**src/rtl/seq_frame_tx.sv**
```systemverilog
// rtl/seq_frame_tx.sv - serial sync-word frame transmitter
//
// Purpose:
//   Takes one parallel payload word over a valid/ready handshake.
//   Sends it one bit per clock as a frame: the sync word, then the payload.
//   Both parts go out MSB first. A fixed idle gap follows every frame.
//
// Ports:
//   clk         rising-edge clock
//   rst         synchronous reset, active-high
//   in_valid    payload available on in_data
//   in_data     payload word, DATA_W bits
//   in_ready    combinational, high only while idle
//   out_bit     registered serial bit, 0 whenever out_valid is low
//   out_valid   registered, high while out_bit carries a frame bit
//   sof         registered one-cycle pulse alongside the first sync bit
//   frame_done  registered one-cycle pulse alongside the last payload bit

module seq_frame_tx #(
  parameter int                 SYNC_W     = 4,
  parameter logic [SYNC_W-1:0]  SYNC       = 4'b1011,
  parameter int                 DATA_W     = 8,
  parameter int                 GAP_CYCLES = 2
) (
  input  logic              clk,
  input  logic              rst,
  input  logic              in_valid,
  input  logic [DATA_W-1:0] in_data,
  output logic              in_ready,
  output logic              out_bit,
  output logic              out_valid,
  output logic              sof,
  output logic              frame_done
);

  localparam int FW    = SYNC_W + DATA_W;
  localparam int MAX_A = (SYNC_W > DATA_W) ? SYNC_W : DATA_W;
  localparam int MAX_B = (MAX_A > GAP_CYCLES) ? MAX_A : GAP_CYCLES;
  localparam int MAXV  = (MAX_B > 1) ? MAX_B : 1;
  localparam int CW    = $clog2(MAXV) + 1;

  localparam logic [CW-1:0] SYNC_LOAD = CW'(SYNC_W - 1);
  localparam logic [CW-1:0] DATA_LOAD = CW'(DATA_W - 1);
  localparam logic [CW-1:0] GAP_LOAD  = (GAP_CYCLES > 0) ? CW'(GAP_CYCLES - 1) : '0;

  typedef enum logic [1:0] {
    IDLE = 2'd0,
    SYNC_ST = 2'd1,
    DATA_ST = 2'd2,
    GAP_ST = 2'd3
  } state_t;

  state_t          state, state_n;
  logic [CW-1:0]   cnt, cnt_n;
  logic [FW-1:0]   sr, sr_n;
  logic            out_bit_n, out_valid_n, sof_n, done_n;

  assign in_ready = (state == IDLE);

  // The sync word and payload share one shift register. The first sync bit
  // goes out on the handshake edge, so the register holds the frame already
  // shifted by one. Its MSB is always the next bit to send.
  // cnt counts the bits (or gap cycles) still left in the current state
  // after the one now on the line.
  always_comb begin
    state_n     = state;
    cnt_n       = cnt;
    sr_n        = sr;
    out_bit_n   = 1'b0;
    out_valid_n = 1'b0;
    sof_n       = 1'b0;
    done_n      = 1'b0;
    case (state)
      IDLE: begin
        cnt_n = '0;
        if (in_valid) begin
          state_n     = SYNC_ST;
          cnt_n       = SYNC_LOAD;
          sr_n        = {SYNC, in_data} << 1;
          out_bit_n   = SYNC[SYNC_W-1];
          out_valid_n = 1'b1;
          sof_n       = 1'b1;
        end
      end
      SYNC_ST: begin
        out_valid_n = 1'b1;
        out_bit_n   = sr[FW-1];
        sr_n        = sr << 1;
        if (cnt != '0) begin
          cnt_n = cnt - 1'b1;
        end else begin
          state_n = DATA_ST;
          cnt_n   = DATA_LOAD;
          done_n  = (DATA_W == 1);
        end
      end
      DATA_ST: begin
        if (cnt != '0) begin
          out_valid_n = 1'b1;
          out_bit_n   = sr[FW-1];
          sr_n        = sr << 1;
          cnt_n       = cnt - 1'b1;
          done_n      = (cnt == CW'(1));
        end else begin
          sr_n = '0;
          if (GAP_CYCLES > 0) begin
            state_n = GAP_ST;
            cnt_n   = GAP_LOAD;
          end else begin
            state_n = IDLE;
            cnt_n   = '0;
          end
        end
      end
      GAP_ST: begin
        if (cnt != '0) begin
          cnt_n = cnt - 1'b1;
        end else begin
          state_n = IDLE;
        end
      end
      default: begin
        state_n = IDLE;
        cnt_n   = '0;
        sr_n    = '0;
      end
    endcase
  end

  always_ff @(posedge clk) begin
    if (rst) begin
      state      <= IDLE;
      cnt        <= '0;
      sr         <= '0;
      out_bit    <= 1'b0;
      out_valid  <= 1'b0;
      sof        <= 1'b0;
      frame_done <= 1'b0;
    end else begin
      state      <= state_n;
      cnt        <= cnt_n;
      sr         <= sr_n;
      out_bit    <= out_bit_n;
      out_valid  <= out_valid_n;
      sof        <= sof_n;
      frame_done <= done_n;
    end
  end

endmodule
```
**config.mk**
```make
export PLATFORM = sky130hd
export DESIGN_NAME = seq_frame_tx
export DESIGN_NICKNAME = d
export VERILOG_FILES = /design/src/rtl/seq_frame_tx.sv
export SDC_FILE = /design/constraint.sdc
export NUM_CORES = 1
export LEC_CHECK = 0
export ABC_CLOCK_PERIOD_IN_PS = 3300
export CAP_MARGIN = 40
export CORE_MARGIN = 8
export CORE_UTILIZATION = 55
export DETAILED_ROUTE_END_ITERATION = 7
export MAX_ROUTING_LAYER = met4
export PLACE_DENSITY = 0.88
export SLEW_MARGIN = 30
export SYNTH_ARGS = -nofsm -noshare
export SYNTH_HDL_FRONTEND = slang
export SYNTH_SLANG_ARGS = --single-unit
export TNS_END_PERCENT = 10
```
**constraint.sdc**
```tcl
create_clock -name clk -period 3.3 [get_ports clk]
set_clock_uncertainty 0.2 [all_clocks]
set_input_delay 0.66 -clock clk [delete_from_list [all_inputs] [get_ports clk]]
set_output_delay 0.66 -clock clk [all_outputs]
set_load 0.005 [all_outputs]
```
[Word-level counts from Yosys, hierarchy flattened]
Index checks and enable logic that the tools add are counted.
Widths: inputs -> output; s select.
Word-level totals
  register bits after elaboration: 22
  bits in latches: 0
  RAM bits: 0
  ROM bits: 0
  input port bits: 11
  output and inout port bits: 5
  logic and storage cells: 45
  memories kept: 0
Cells by class
  add/sub/neg operators: 1
  multiply operators: 0
  div/mod/pow operators: 0
  $lt $le $gt $ge: 0
  eq/ne operators: 9
  shift-type cells: 0
  muxes and demuxes: 18
  bitwise logic cells: 3
  reductions and logical operators: 7
Operators by type and width (number)
  $pmux 12 s3: 1
  $mux 12: 2
  $pmux 4 s4: 1
  $mux 4: 3
  $mux 2: 5
  $ne 2x2->1 const B: 5
  $pmux 2 s4: 1
  $pmux 1 s3: 2
  $eq 2x2->1 const B: 2
  $eq 4x1->1 const B: 1
  $reduce_and 4->1: 1
  $reduce_bool 4->1: 1
  $sub 4x1->4 const B: 1
  $mux 1: 3
  $not 1->1: 3
  $reduce_bool 3->1: 1
  $reduce_or 3->1: 1
  $eq 2x1->1 const B: 1
  $logic_not 2->1: 1
  $reduce_and 2->1: 1
  $reduce_or 2->1: 1

[Depth between registers and ports, before layout]
  depth after elaboration: 3
  mapped depth: 7
  mapped depth without buffers: 6

[Worst setup path after synthesis]
No wires, ideal clock.
  kind: register to register
  start point: register state[0]
  end point: register sr[2]
  library setup time: 132 ps
  data arrival time: 1632 ps
  data required time: 2968 ps
  setup slack: 1336 ps
  stages on the path, launching flop included: 8
  path buffers: 1
  clock period less this slack: 1964 ps
  cells stage by stage: dfxtp_1 -> inv_1 -> ha_1 -> and2b_1 -> or2_2 -> buf_2 -> a221oi_1 -> nor3_1
Between the ends
  word-level cells in the longest chain between the ends: 3
  elaborated cells between the ends (all ways): 7
  those cells by class: 3 x eq/ne; 1 x mux; 3 x reduce/logical
Ends and longest elaborated chain
  start, declared: RTL line 53  | state_t state, state_n;
  start signal, assigned: RTL line 140  | state <= state_n;
  $logic_not 2->1 (*)
  named net in_ready: RTL line 29  | output logic in_ready,
  $ne 2x2->1 (no source line) / $reduce_bool 3->1 (equally long branches)
  $reduce_and 2->1 (no source line)
  end signal, assigned: RTL line 142  | sr <= sr_n;
  end, declared: RTL line 55  | logic [FW-1:0] sr, sr_n;
Mark *: on every way through the listed nets, which the timed path passes. The rest lies on a longest branch.
A chain may end at the register's enable or synchronous reset.

[Final worst setup path]
  start point: register state[0]
  end point: output port in_ready
Between the ends
  word-level cells in the longest chain between the ends: 1
Ends and longest elaborated chain
  $logic_not 2->1: RTL line 58  | assign in_ready = (state == IDLE);
  end, declared: RTL line 29
No other way between the ends.

==> flow_metrics.tcl <==
set metrics [dict create \
    ys_warn_count 0 \
    worst_ep_required_time_ns 2.44 \
    slowest_stage "clkdlybuf4s50_1" \
    p_clk_frac 0.104 \
    start_util 0.589 \
    peakVddDrop_mv 0.570 \
    cts.htree.levels 1 \
    clockBufferDepth 2 \
    root_buffer "clkbuf_4" \
    cp_slowest_stage_delay_ns 0.56 \
    die_w_um 59.2 \
    grt_pass1_wl_um 3660 \
    p_total_mw 1.20 \
    combinationalPowerShare 0.552 \
    power_frac_seq 0.344 \
    rsz0062_at_grt "no" \
    grt_overflow 0 \
    drc_errors 0 \
    rows 15 \
    drtIter0Drc 39 \
    grt_pass1_vias 835 \
    cts_resized 0 \
    drive_gt1_frac 0.0763 \
    netlist-cell-type-count 30 \
    dieArea_um2 3510 \
    ant_nets 0 \
    ioPinCount 16 \
    timing.fmax_mhz 394 \
    clkTransAtPathRegs_ns 0.12 \
    start_kind "flop" \
    arrival_ns 1.68 \
    cts_tree "done" \
    synthTopCellsByArea "dfxtp_1 (41%), ha_1 (8.5%), a221oi_1 (6.0%), nor3_1 (5.8%), nor2_1 (5.5%)" \
    die_h_um 59.2 \
    cts_sinks 21 \
    grt_max_degree 22 \
    synth_seq_area_share 0.409 \
    n_antenna_cell 0 \
    clkLatencyLatePin_ns 0.31 \
    cp-end-kind "output port" \
    cts_made_buffers 3 \
    netlist_area_um2 1030 \
    area_growth_pct 17.3 \
    synth.avg_cell_area_um2 8.64 \
    finalSetupViolCount 0 \
    synth_top_area_cell "dfxtp_1" \
    drv_cap 0 \
    worstMarginPinSlew_ns 0.760 \
    syn_nets 137 \
    wl_um 2270 \
    path_class "reg2out" \
    yosys.area.top_type_share 0.409 \
    port_buffers 15 \
    vias 926 \
    crit_fanout 8 \
    nets 150 \
    p_int_mw 0.683 \
    leakage_nw 0.475 \
    min_period_ns 2.54 \
    switching_share 0.430 \
    p_per_area_nw_per_um2 995 \
    grt_usage 0.137 \
    antenna_found_initial 0 \
    report.final.slew_viol_count 0 \
    final.setup.tns_ns 0 \
    p_sw_mw 0.516 \
    relSlewSlack 0.492 \
    vias_per_cell 5.94 \
    fin_crit_sh 0.769 \
    design.core.area_um2 1750 \
    routabilityCongestion 0.899 \
    hpwl_um 1620 \
    post_cts_buffers 0 \
    status "finished clean" \
    synth-seq-cells 21 \
    syn_inst 119 \
    hp-class "reg2reg" \
    ctsHoldBuffers 0 \
    crit_chain "inv_1 > ha_1 > clkdlybuf4s50_1" \
    wl_per_cell_um 14.6 \
    hold_violations 0 \
    dr.pass1.iters 4 \
]
==> power groups by stage <==
| stage | Clock [mW] | Sequential, mW | Combinational, mW |
|---|---|---|---|
| 4_1_cts | 0.131 | 0.410 | 0.657 |
| 6_report | 0.125 | 0.413 | 0.662 |
| 3_5_place_dp | 0 | 0.415 | 0.651 |
| 3_3_place_gp | 0 | 0.408 | 0.633 |
| 2_1_floorplan | 0 | 0.399 | 0.517 |
| 5_1_grt | 0.139 | 0.421 | 0.741 |
==> worst paths after layout <==
path	from	endpoint	slack (ns)	depth (start not counted)
setup / recovery	state[0]$_SDFFE_PP0P_	in_ready	0.76	3
hold / removal	sr[1]$_SDFFE_PP0P_	sr[1]$_SDFFE_PP0P_	0.27	2
hold reg to reg	sr[1]$_SDFFE_PP0P_	sr[1]$_SDFFE_PP0P_	0.27	2
setup reg to reg	state[0]$_SDFFE_PP0P_	sr[11]$_SDFFE_PP0P_	1.09	6
==> flip-flops by register name (all words and copies together), names as in the netlist <==
| name | count |
|---|---|
| out_bit | 1 |
| sof | 1 |
| state | 2 |
| frame_done | 1 |
| cnt | 4 |
| out_valid | 1 |
| sr | 11 |
==> routing by layer <==
metal / GRT usage / wire length [um] / up-vias
met4: 0.0751 / 31 / 0
met3: 0.0325 / 160 / 4
met1: 0.165 / 985 / 434
met2: 0.205 / 1100 / 38
met5: - / 0 / -
li1: - / - / 450
==> layout by cell type (no fill, tap or decap), types with 3 or more instances in the layout <==
cell type / synthesis / final
dfxtp_1: 21 / 21
nor2_1: 15 / 15
clkdlybuf4s50_1: 0 / 15
nor3_1: 12 / 12
nand2_1: 7 / 7
a21oi_1: 7 / 7
a221oi_1: 7 / 7
ha_1: 7 / 7
inv_1: 6 / 6
a211oi_1: 5 / 5
nand3_1: 4 / 4
clkbuf_4: 0 / 3
==> worst max-delay path, delay by kind of cell (launching register included) <==
family,cells,cell delay (ns)
flip-flops,1,0.37
adder cells (fa/ha/maj),1,0.33
buffers and inverters,2,0.66
==> per-stage QoR <==
step           utilization  cells  cell area, um^2  hold slack, ns  setup slack (ns)
2_1_floorplan            -    119             1030           0.232              1.34
3_3_place_gp         0.675    152             1180           0.241             0.878
3_5_place_dp         0.675    152             1180           0.250             0.820
4_1_cts              0.691    156             1210           0.269             0.761
5_1_grt              0.691    156             1210           0.308             0.687
6_report             0.691    156             1210           0.271             0.762
==> Yosys cell counts, drive strengths merged <==
library cell	n
a211o	1
a211oi	5
a21o	1
a21oi	8
a221oi	7
and2b	1
and3	1
buf	3
clkbuf	4
dfxtp	21
ha	7
inv	6
mux2i	1
nand2	7
nand3	4
nor2	15
nor3	13
nor3b	2
nor4	2
nor4b	2
o21ai	2
o21ba	1
o2bb2ai	1
or2	1
or3	1
or3b	1
xnor2	1
==> area by class of cell <==
class | count | area (um^2)
clock buffer | 3 | 22.5
fill | 144 | 539
inverter | 6 | 22.5
multi-input combinational | 85 | 554
clock inverter | 1 | 5.00
tap | 25 | 31.3
sequential | 21 | 420
timing repair buffer | 15 | 150
==> logic make-up (layout without fill, tap and decap cells) <==
family / Yosys count / after routing / share of synthesized area
muxes: 1 / 1 / 0.00973
adders and majority gates: 7 / 7 / 0.0852
DFF: 21 / 21 / 0.409
AOI/OAI and AO/OA: 26 / 26 / 0.182
and+or+nand+nor: 50 / 50 / 0.253
buffers and inverters: 13 / 25 / 0.0523
xor gates and xnor gates: 1 / 1 / 0.00852
Note: power is estimated with default switching activity, not from simulation.
